`src/rtl/reg_wb_ctrl_pkg.sv`:
```
// Shared register-file constants and the write-back queue entry format.
package reg_wb_ctrl_pkg;

  localparam int unsigned REG_AW   = 5;
  localparam int unsigned XLEN     = 32;
  localparam int unsigned NUM_REGS = 32;

  localparam logic [REG_AW-1:0] X0 = '0;

  typedef struct packed {
    logic [REG_AW-1:0] rd;
    logic [XLEN-1:0]   data;
  } wb_entry_t;

endpackage

```
`src/rtl/wb_fifo.sv`:
```
// Load-response FIFO holding {rd,data} entries; DEPTH must be a power of two.
module wb_fifo
  import reg_wb_ctrl_pkg::*;
#(
  parameter int unsigned DEPTH = 2,
  localparam int unsigned PW   = $clog2(DEPTH),
  localparam int unsigned CW   = PW + 1
) (
  input  logic            clk,
  input  logic            rst,
  input  logic            i_push,
  input  wb_entry_t       i_entry,
  input  logic            i_pop,
  output wb_entry_t       o_head,
  output logic [CW-1:0]   o_count,
  output logic            o_full,
  output logic            o_empty
);

  wb_entry_t       r_mem [DEPTH];
  logic [PW-1:0]   r_wptr;
  logic [PW-1:0]   r_rptr;
  logic [CW-1:0]   r_count;
  logic            w_do_push;
  logic            w_do_pop;

  assign o_full    = (r_count == CW'(DEPTH));
  assign o_empty   = (r_count == '0);
  assign o_count   = r_count;
  assign o_head    = r_mem[r_rptr];
  assign w_do_pop  = i_pop && !o_empty;
  assign w_do_push = i_push && (!o_full || w_do_pop);

  // Pointers wrap naturally because DEPTH is a power of two.
  always_ff @(posedge clk or negedge rst) begin
    if (!rst) begin
      r_wptr  <= '0;
      r_rptr  <= '0;
      r_count <= '0;
    end else begin
      if (w_do_push) r_wptr <= r_wptr + PW'(1);
      if (w_do_pop)  r_rptr <= r_rptr + PW'(1);
      case ({w_do_push, w_do_pop})
        2'b10:   r_count <= r_count + CW'(1);
        2'b01:   r_count <= r_count - CW'(1);
        default: r_count <= r_count;
      endcase
    end
  end

  always_ff @(posedge clk) begin
    if (w_do_push) r_mem[r_wptr] <= i_entry;
  end

endmodule

```
`src/rtl/reg_wb_ctrl.sv`:
```
// Register-file write-back arbiter: ALU results beat queued load responses;
// a pending-load scoreboard drives the decode stall.
module reg_wb_ctrl
  import reg_wb_ctrl_pkg::*;
#(
  parameter int unsigned LQ_DEPTH = 2
) (
  input  logic              clk,
  input  logic              rst,
  input  logic              alu_valid,
  input  logic [REG_AW-1:0] alu_rd,
  input  logic [XLEN-1:0]   alu_data,
  input  logic              ld_issue,
  input  logic [REG_AW-1:0] ld_issue_rd,
  input  logic              ld_valid,
  output logic              ld_ready,
  input  logic [REG_AW-1:0] ld_rd,
  input  logic [XLEN-1:0]   ld_data,
  input  logic [REG_AW-1:0] dec_rs1,
  input  logic [REG_AW-1:0] dec_rs2,
  input  logic [REG_AW-1:0] dec_rd,
  output logic              stall,
  output logic [REG_AW-1:0] w_reg,
  output logic [XLEN-1:0]   w_data,
  output logic              RegWEn
);

  localparam int unsigned CW = $clog2(LQ_DEPTH) + 1;

  wb_entry_t           w_head;
  wb_entry_t           w_entry;
  logic [CW-1:0]       w_count;
  logic                w_full;
  logic                w_empty;
  logic                w_push;
  logic                w_pop;
  logic [NUM_REGS-1:0] w_set;
  logic [NUM_REGS-1:0] w_clr;
  logic [NUM_REGS-1:0] w_pending_nxt;

  logic [NUM_REGS-1:0] r_pending;
  logic                r_wen;
  logic [REG_AW-1:0]   r_wreg;
  logic [XLEN-1:0]     r_wdata;

  assign ld_ready = (w_count < CW'(LQ_DEPTH));
  assign w_push   = ld_valid && !w_full;
  assign w_pop    = !alu_valid && !w_empty;
  assign w_entry  = '{rd: ld_rd, data: ld_data};

  wb_fifo #(.DEPTH(LQ_DEPTH)) u_fifo (
    .clk     (clk),
    .rst     (rst),
    .i_push  (w_push),
    .i_entry (w_entry),
    .i_pop   (w_pop),
    .o_head  (w_head),
    .o_count (w_count),
    .o_full  (w_full),
    .o_empty (w_empty)
  );

  // Issue sets, a committed load clears; set is applied last so it wins.
  always_comb begin
    w_set = '0;
    w_clr = '0;
    if (ld_issue && (ld_issue_rd != X0)) w_set[ld_issue_rd] = 1'b1;
    if (w_pop && (w_head.rd != X0))      w_clr[w_head.rd]    = 1'b1;
    w_pending_nxt    = (r_pending & ~w_clr) | w_set;
    w_pending_nxt[0] = 1'b0;
  end

  assign stall = r_pending[dec_rs1] | r_pending[dec_rs2] | r_pending[dec_rd];

  always_ff @(posedge clk or negedge rst) begin
    if (!rst) begin
      r_pending <= '0;
      r_wen     <= 1'b0;
      r_wreg    <= '0;
      r_wdata   <= '0;
    end else begin
      r_pending <= w_pending_nxt;
      if (alu_valid) begin
        r_wen   <= (alu_rd != X0);
        r_wreg  <= alu_rd;
        r_wdata <= alu_data;
      end else if (w_pop) begin
        r_wen   <= (w_head.rd != X0);
        r_wreg  <= w_head.rd;
        r_wdata <= w_head.data;
      end else begin
        r_wen   <= 1'b0;
      end
    end
  end

  assign RegWEn = r_wen;
  assign w_reg  = r_wreg;
  assign w_data = r_wdata;

endmodule

```
`config.mk`:
```
export PLATFORM = sky130hd
export DESIGN_NAME = reg_wb_ctrl
export DESIGN_NICKNAME = d
export VERILOG_FILES = /design/src/rtl/reg_wb_ctrl_pkg.sv /design/src/rtl/wb_fifo.sv /design/src/rtl/reg_wb_ctrl.sv
export SDC_FILE = /design/constraint.sdc
export NUM_CORES = 1
export LEC_CHECK = 0
export ABC_AREA = 0
export ABC_CLOCK_PERIOD_IN_PS = 3800
export BUFFER_PORTS_ARGS = -buffer_cell sky130_fd_sc_hd__buf_2
export CAP_MARGIN = 20
export CORE_MARGIN = 4
export CORE_UTILIZATION = 40
export DETAILED_ROUTE_END_ITERATION = 7
export SLEW_MARGIN = 20
export SYNTH_ARGS = -nofsm -noshare
export SYNTH_HDL_FRONTEND = slang
export SYNTH_HIERARCHICAL = 1
export SYNTH_SLANG_ARGS = --single-unit
```
`constraint.sdc`:
```
create_clock -name clk -period 3.8 [get_ports clk]
set_clock_uncertainty 0.2 [all_clocks]
set_input_delay 0.76 -clock clk [delete_from_list [all_inputs] [get_ports clk]]
set_output_delay 0.76 -clock clk [all_outputs]
set_load 0.01 [all_outputs]
```
==> results of run 1 <==
-- cells in the mapped netlist (4+ instances only) --
cell      number  area, µm²
inv_1          7      26.28
nand2b_1       7      43.79
o21ai_0      100      500.5
dfrtp_1       73       1827
buf_2          7      35.03
a21oi_1        4      20.02
nor2_1        12      45.04
mux2i_1       45      450.4
mux4_1         4      105.1
nor2b_1       11      68.82
clkbuf_1       8      30.03
mux4_2         9      202.7
edfxtp_1      74       2222
mux2_2        46      518.0
nand3_1       10      50.05
nand3b_1       5      37.54
nand2_1       55      206.5
buf_6          4      45.04
-- kinds of logic after synthesis --
group / synth area share [%]
AO/OA/AOI/OAI: 10.21
XOR/XNOR: 0.3837
buffers and inverters: 2.557
flip-flops: 59.12
multiplexers: 18.85
AND/OR/NAND/NOR: 8.879
-- worst register-to-register path: cells and delay by family, from the launching register on --
kind                   cells  cell delay [ns]
buffers and inverters      2             0.58
flip-flops                 1             0.47
AND/OR/NAND/NOR            3             0.77
-- stage by stage --
step,hold WS [ns],setup slack [ns],instances
floorplan,0.2590,0.1997,534
global placement,0.3313,0.5170,872
detailed placement,0.3461,0.4940,872
CTS,0.3166,0.4882,904
global route,0.03192,0.3699,907
finish,0.02954,0.4903,907
-- area by class of cell --
type | count | area share [%]
clock buffers | 20 | 5.605
multi-input cells | 354 | 31.62
repair buffers | 145 | 9.171
flip-flops and latches | 147 | 48.51
clock inverters | 12 | 1.424
well taps | 220 | 3.297
inverters | 7 | 0.3147
diodes | 2 | 0.05994
-- metal layers --
layer | routed length [µm] | share of wire [%] | vias to the layer above | track usage (%)
met3 | 1363 | 7.8 | 32 | 6.655
li1 | - | - | 2277 | -
met1 | 7508 | 43 | 2440 | 23.97
met5 | 14 | 0.080 | - | 0
met4 | 261 | 1.5 | 4 | 5.407
met2 | 8271 | 47 | 177 | 28.79
-- worst max path at each step --
stage	to	slack [ns]	cells past startpoint
2_1_floorplan	u_fifo/r_mem[0][0]	0.20	4
6_report	stall	0.49	7
5_1_grt	stall	0.37	7
4_1_cts	stall	0.49	7
3_3_place_gp	stall	0.52	7
3_5_place_dp	stall	0.49	7
-- cells in the final DEF, fill, tap and decap left out, types with 7 or more instances in the layout --
cell         n
dfrtp_1     72
nand2_1     55
buf_4        7
o21ai_0    100
nor2_1      10
nand2b_1     7
mux4_2       9
clkbuf_16   18
nor2b_1     11
inv_1        7
mux2_2      46
nand3_1     10
edfxtp_1    74
mux2i_1     45
buf_2      137
-- power breakdown --
part           internal (W)  leakage (nW)  switching (W)
Clock              0.000966         0.267       0.000658
Sequential          0.00222          1.56       0.000411
Combinational      0.000905          1.52       0.000996
Total               0.00409          3.36        0.00206
==> metrics.yaml, run 1 <==
critical_path:
  critPathLaunch: "dec_rs2[1]"
  slowest_stage: "mux4_1"
  r2r_slack_ns: 1.39
  r2r-end: "u_fifo/r_mem[1][28]"
  cp-end-kind: "primary output"
  critical_path.max_stage_delay_ns: 0.60
  arrival_ns: 2.35
  crit_family: "multiplexers"
  crit_buf_inv: 2
  crit_top_cell: "buf_2"
  cp.required_ns: 2.84
  worstRegToRegCells: 5
  critPathLaunchType: "input pin"
  rr_startpoint: "u_fifo/o_count[1]"
  critPathMaxFanout: 12
  worstSetupPathType: "input pin to primary output"
  worstPathCellList: "buf_2 > mux4_1 > nor2_1 > nor4b_1 > a311oi_2 > nand4_1 > buf_2"
cts:
  cts_buffers: 17
  cts_setup_buffers: 0
  cts_resized: 0
  cts_sinks: 147
  cts_root_buf: "clkbuf_16"
  cts_tree: "done"
  clk-insertion-delay-late_ns: 0.41
  cts_hold_buf: 0
  clk_pin_slew_worst_paths_ns: 0.06
  htreeDepth: 4
  cts_buffer_depth: 2
route:
  wl_per_cell_um: 19.21
  drt_iter0_drc: 257
  final_antenna_net_count: 0
  drc: 0
  finalWirelength_mm: 17.42
  dr.pass1.iters: 6
  dr_total_vias: 4930
  viasPerCell: 5.436
yosys:
  ys_seq_elements: 147
  synth_area_mm2: 0.006849
  ys_types: 51
  synth-seq-area-share_pct: 59.12
  synthArstFlopShare_pct: 49.66
  synth-edff-count: 74
  synth_ff_type: "edfxtp_1"
  syn_avg_cell_area_um2: 12.83
  syn_inst: 534
  ys_warn_count: 6
  synthesis.nets: 633
floorplan:
  coreArea_mm2: 0.01670
  die_h_um: 138.9
  die_area_mm2: 0.01928
  die_x_um: 138.9
  ioPinCount: 139
  rows: 47
  initial_utilization_pct: 41.01
layout:
  fin_util_pct: 49.99
  largest_reg_flops: 74
  drive_gt1_share_pct: 35.62
  nets: 771
  multi_input_area_mm2: 0.002640
  final-seq-area_mm2: 0.004050
  max_flop_register: "u_fifo/r_mem"
  final_area_mm2: 0.008349
  fill_cells: 1535
  area_growth_pct: 21.90
timing:
  worst_pin_slew_ns: 0.7385
  rsz0062_at_grt: "no"
  post-route-min-period_ns: 3.310
  period_share_pct: 87.10
  max_slew_margin_pct: 50.76
  maxSlewViolCount: 0
  setup_viol: 0
  max_freq_mhz: 302.1
  final.setup.tns_ns: 0
  finalHoldViolations: 0
global_routing:
  grt_antenna_before_repair: 4
  first_global_vias: 5201
  grt_max_degree: 79
  grt_overflow: 0
  grt_pass1_wl_mm: 28.10
  grt_use_total_pct: 18.31
power:
  p_total_w: 0.006154
  power_leakage_nw: 3.355
  power_density_mw_per_mm2: 737.1
  peakVddDrop_mv: 0.3571
place:
  io_buffers: 138
  hpwl_mm: 12.33
  placed_cell_area_mm2: 0.007730
  gp_congestion: 0.8773
outcome:
  status: "finished, final reports clean"
run:
  cap_violations: 0
min_path:
  hp-class: "input pin to async pin"
Power figures use the tool's default switching activity.
==> run 2, diff against run 1 <==
- BUFFER_PORTS_ARGS: -buffer_cell sky130_fd_sc_hd__buf_2 -> not set
- DONT_BUFFER_PORTS: not set -> 1
==> run 2 against run 1 <==
- sequential cell count stayed put
- routed wire length is 4.6% lower
- final cell count is 16% lower
- combinational power is 17% lower
- design area is 8.7% lower
- critical path depth is 2 lower
- first-iteration DRC count is 28% lower
- clock power is 2% lower
- hold slack worse by 0.014 ns
- utilization is 4.4 points lower
- setup slack better by 0.34 ns
==> metrics.yaml, run 2 (same netlist as run 1, synthesis figures left out) <==
route:
  highest_layer: "met4"
  finalWirelength_mm: 16.61
  wl_met3_mm: 1.858
  drc: 0
  wl_per_cell_um: 21.72
  dr.pass1.iters: 5
  drt_iter0_drc: 185
  dr_total_vias: 4380
  viasPerCell: 5.725
  wl_met2_mm: 7.882
  wl_met1_mm: 6.524
  final_antenna_net_count: 0
layout:
  nets: 632
  drive_gt1_share_pct: 18.53
  final_cell_mix: "o21ai_0, edfxtp_1, dfrtp_1"
  fin_util_pct: 45.62
  final_common_cell: "o21ai_0"
  largest_reg_flops: 74
  diodes: 0
  area_growth_pct: 11.25
  max_flop_register: "u_fifo/r_mem"
timing:
  period_share_pct: 78.14
  max_slew_margin_pct: 52.88
  maxSlewViolCount: 0
  rsz0062_at_grt: "no"
  setup_viol: 0
  finalHoldViolations: 0
  max_freq_mhz: 336.8
  worst_pin_slew_ns: 0.7068
  final.setup.tns_ns: 0
  post-route-min-period_ns: 2.969
critical_path:
  arrival_ns: 2.01
  critPathMaxFanout: 4
  r2r-end: "r_pending[9]"
  cp.required_ns: 2.84
  worstSetupPathType: "flip-flop to primary output"
  critPathLaunchType: "flip-flop"
  worstRegToRegCells: 5
  rr_startpoint: "u_fifo/r_rptr"
  cp-end-kind: "primary output"
  r2r_slack_ns: 1.28
cts:
  cts_sinks: 147
  cts_tree: "done"
  cts_buffer_depth: 2
  htreeDepth: 4
  cts_root_buf: "clkbuf_16"
  cts_buffers: 17
  clk_pin_slew_worst_paths_ns: 0.06
  clk-insertion-delay-late_ns: 0.41
floorplan:
  coreArea_mm2: 0.01670
  die_area_mm2: 0.01928
  rows: 47
  die_h_um: 138.9
  ioPinCount: 139
  initial_utilization_pct: 41.01
  die_x_um: 138.9
power:
  pwr-share-seq_pct: 46.9
  p_comb_share_pct: 26.5
  peakVddDrop_mv: 0.4468
  power_density_mw_per_mm2: 778.8
  power_leakage_nw: 2.807
  switching_share_pct: 32.94
  clkPwrFrac_pct: 26.6
  internal_power_w: 0.003979
  netSwitchingPower_w: 0.001955
min_path:
  hp-class: "input pin to async pin"
run:
  cap_violations: 0
global_routing:
  grt_use_total_pct: 17.34
  grt_max_degree: 80
  grt_overflow: 0
  first_global_vias: 4600
  grt_antenna_before_repair: 0
  grt_pass1_wl_mm: 26.08
place:
  hpwl_mm: 11.63
  gp_congestion: 1.031
  io_buffers: 0
outcome:
  status: "finished, final reports clean"
==> run 2: what timing repair did <==
item	4_1_cts	5_1_grt
gates resized for setup	0	0
hold buffers	1	0
hold endpoints to repair	73	0
endpoints found under the setup margin	0	0
buffers inserted	0	0
==> run 2: worst max-delay path by stage <==
stage / startpoint / endpoint / slack (ns) / depth (start not counted)
after detailed placement: dec_rs2[1] / stall / 0.96 / 5
after CTS: r_pending[16] / stall / 0.82 / 5
after floorplan: alu_valid / u_fifo/r_mem[0][0] / 0.20 / 4
final: r_pending[7] / stall / 0.83 / 5
after global placement: dec_rs2[1] / stall / 0.96 / 5
after global routing: r_pending[16] / stall / 0.70 / 5
==> run 2: final cells by class <==
cell class	count	area (µm²)
clock buffer	22	454.2
multi-input combinational	354	2640
clock inverter	9	108.9
tap	220	275.3
fill	1555	9081
timing repair buffer	6	65.06
sequential	147	4050
inverter	7	26.28
==> run 2: metrics by stage <==
| step | area [µm²] | worst slack (ns) | total power, W | hold WS [ns] | cells |
|---|---|---|---|---|---|
| 6_report | 7620 | 0.8306 | 0.005934 | 0.01603 | 765 |
| 3_3_place_gp | 7029 | 0.9638 | 0.004326 | 0.2666 | 733 |
| 2_1_floorplan | 6849 | 0.1997 | 0.003847 | 0.2590 | 534 |
| 4_1_cts | 7620 | 0.8178 | 0.005985 | 0.03916 | 765 |
| 3_5_place_dp | 7029 | 0.9601 | 0.004368 | 0.2661 | 733 |
| 5_1_grt | 7620 | 0.7022 | 0.006264 | 0.03219 | 765 |
==> run 2: layer usage <==
metal	vias to the layer above	GRT usage [%]
met5	-	0
li1	2003	-
met1	2158	20.84
met2	188	27.46
met4	0	6.076
met3	31	8.276
==> run 2: worst max-delay path: stages, from the launching register on <==
cell       delay (ns)
dfrtp_1          0.48
mux4_2           0.28
inv_1            0.04
a2111oi_0        0.54
nor3_1           0.09
nand4_1          0.18
==> run 2: power groups by stage <==
stage | Sequential [W] | Combinational, W | Clock [W]
final | 0.00278 | 0.00157 | 0.00158
after global routing | 0.00283 | 0.00174 | 0.00170
after CTS | 0.00278 | 0.00159 | 0.00162
after detailed placement | 0.00281 | 0.00156 | 0
after global placement | 0.00280 | 0.00152 | 0
after floorplan | 0.00251 | 0.00133 | 0
==> run 3, diff against run 2 <==
- ABC_CLOCK_PERIOD_IN_PS: 3800 -> 2900
- clock period: 3.8 -> 2.9 ns (I/O delays scaled with it)
==> run 3 against run 2 <==
- non-clock buffer count is 2 higher
- register-to-register slack worse by 0.79 ns
- clock-buffer cell count is 2 lower
- die area stayed put
- via count is 0.53% higher
- combinational power is 36% higher
- setup slack worse by 0.72 ns
- hold slack better by 0.042 ns
- design area is 0.69% higher
- sequential power is 28% higher
- global-route usage is 0.26 points higher
- sequential cell count stayed put
- critical endpoint unchanged
- largest cell class unchanged
==> metrics.yaml, run 3 (same netlist as run 1, synthesis figures left out) <==
outcome:
  status: "finished, final reports clean"
route:
  final_antenna_net_count: 0
  drc: 0
  finalWirelength_mm: 16.79
  drt_iter0_drc: 275
  dr.pass1.iters: 5
  dr_total_vias: 4403
  viasPerCell: 5.741
  wl_per_cell_um: 21.89
critical_path:
  critPathMaxFanout: 4
  critPathLaunch: "r_pending[4]"
  r2r_slack_ns: 0.49
  worstSetupPathType: "flip-flop to primary output"
  r2r-end: "u_fifo/r_mem[1][9]"
  critPathLaunchType: "flip-flop"
  cp-end-kind: "primary output"
  rr_startpoint: "u_fifo/o_count[1]"
  cp.required_ns: 2.12
  worstPathCellList: "mux4_1 > nor2_1 > nor4b_1 > nor3_1 > nand4_1"
  arrival_ns: 2.01
  crit_buf_inv: 0
  slowest_stage: "mux4_1"
  path_depth: 5
  worstRegToRegCells: 5
  critical_path.max_stage_delay_ns: 0.50
  endpoint: "stall"
  crit_family: "simple AND/OR/NAND/NOR gates"
timing:
  max_freq_mhz: 358.3
  worst_pin_slew_ns: 0.7496
  post-route-min-period_ns: 2.791
  maxSlewViolCount: 0
  finalHoldViolations: 0
  final.setup.tns_ns: 0
  rsz0062_at_grt: "no"
  setup_viol: 0
  period_share_pct: 96.24
  max_slew_margin_pct: 50.02
run:
  cap_violations: 0
cts:
  cts_root_buf: "clkbuf_16"
  cts_setup_buffers: 0
  htreeDepth: 4
  cts_tree: "done"
  cts_buffer_depth: 2
  clk_pin_slew_worst_paths_ns: 0.06
  clk-insertion-delay-late_ns: 0.41
  cts_buffers: 17
  cts_sinks: 147
layout:
  final-seq-area_mm2: 0.004051
  largest_reg_flops: 74
  final_cell_mix: "o21ai_0, edfxtp_1, dfrtp_1"
  fill_cells: 1549
  fin_util_pct: 45.94
  diodes: 0
  final_area_mm2: 0.007672
  final_common_cell: "o21ai_0"
  nets: 634
  max_flop_register: "u_fifo/r_mem"
  multi_input_area_mm2: 0.002648
  fin_cells: 767
  area_growth_pct: 12.02
  drive_gt1_share_pct: 19.20
floorplan:
  coreArea_mm2: 0.01670
  die_h_um: 138.9
  initial_utilization_pct: 41.01
  die_area_mm2: 0.01928
  ioPinCount: 139
  rows: 47
  die_x_um: 138.9
global_routing:
  grt_antenna_before_repair: 0
  grt_overflow: 0
  grt_max_degree: 80
  grt_pass1_wl_mm: 26.66
  grt_use_total_pct: 17.61
  first_global_vias: 4764
place:
  placed_cell_area_mm2: 0.007049
  io_buffers: 0
  hpwl_mm: 11.50
  dp_cells: 734
  gp_congestion: 0.9104
min_path:
  hp-class: "input pin to flip-flop"
  min_path_cells: 0
power:
  peakVddDrop_mv: 0.5959
  power_density_mw_per_mm2: 1017
  power_leakage_nw: 2.827
  p_total_w: 0.007801
## run 3: worst min-delay path by stage
stage,start,endpoint,slack (ns)
finish,ld_data[8],u_fifo/r_mem[0][8],0.06
detailed placement,rst,w_data[9],0.09
floorplan,rst,RegWEn,0.08
CTS,ld_data[6],u_fifo/r_mem[1][6],0.04
global route,ld_data[8],u_fifo/r_mem[0][8],0.03
global placement,rst,w_data[10],0.09
## run 3: where the power goes
part	switching, W	total, W	internal, W
sequential	0.000652	0.00356	0.00291
clock	0.000796	0.00211	0.00132
combinational	0.00108	0.00213	0.00105
## run 3: final cells by class
type	count	share of cell area, %
multi-input cells	354	34.51
clock buffers	20	6.083
repair buffers	8	1.239
well taps	220	3.588
clock inverters	11	1.435
flip-flops and latches	147	52.81
inverters	7	0.3425
## run 3: what timing repair did
action | 4_1_cts | 5_1_grt
hold buffers | 2 | 0
endpoints found under the hold margin | 73 | 0
setup endpoints to repair | 0 | 1
gates resized for setup | 0 | 3
## run 3: stage by stage
step | setup slack, ns | hold WS [ns]
after floorplan | 0.09567 | 0.08441
after detailed placement | 0.3939 | 0.08683
after CTS | 0.1359 | 0.04011
after global routing | 0.02288 | 0.03323
final | 0.1090 | 0.05836
after global placement | 0.4399 | 0.08697
## run 3: per-layer routing
metal | up-vias | global-route usage, % | share of wire, %
met5 | - | 0 | 0
met4 | 0 | 5.613 | 1.8
met3 | 32 | 8.655 | 12
met2 | 208 | 28.53 | 48
met1 | 2157 | 20.66 | 39
li1 | 2006 | - | -
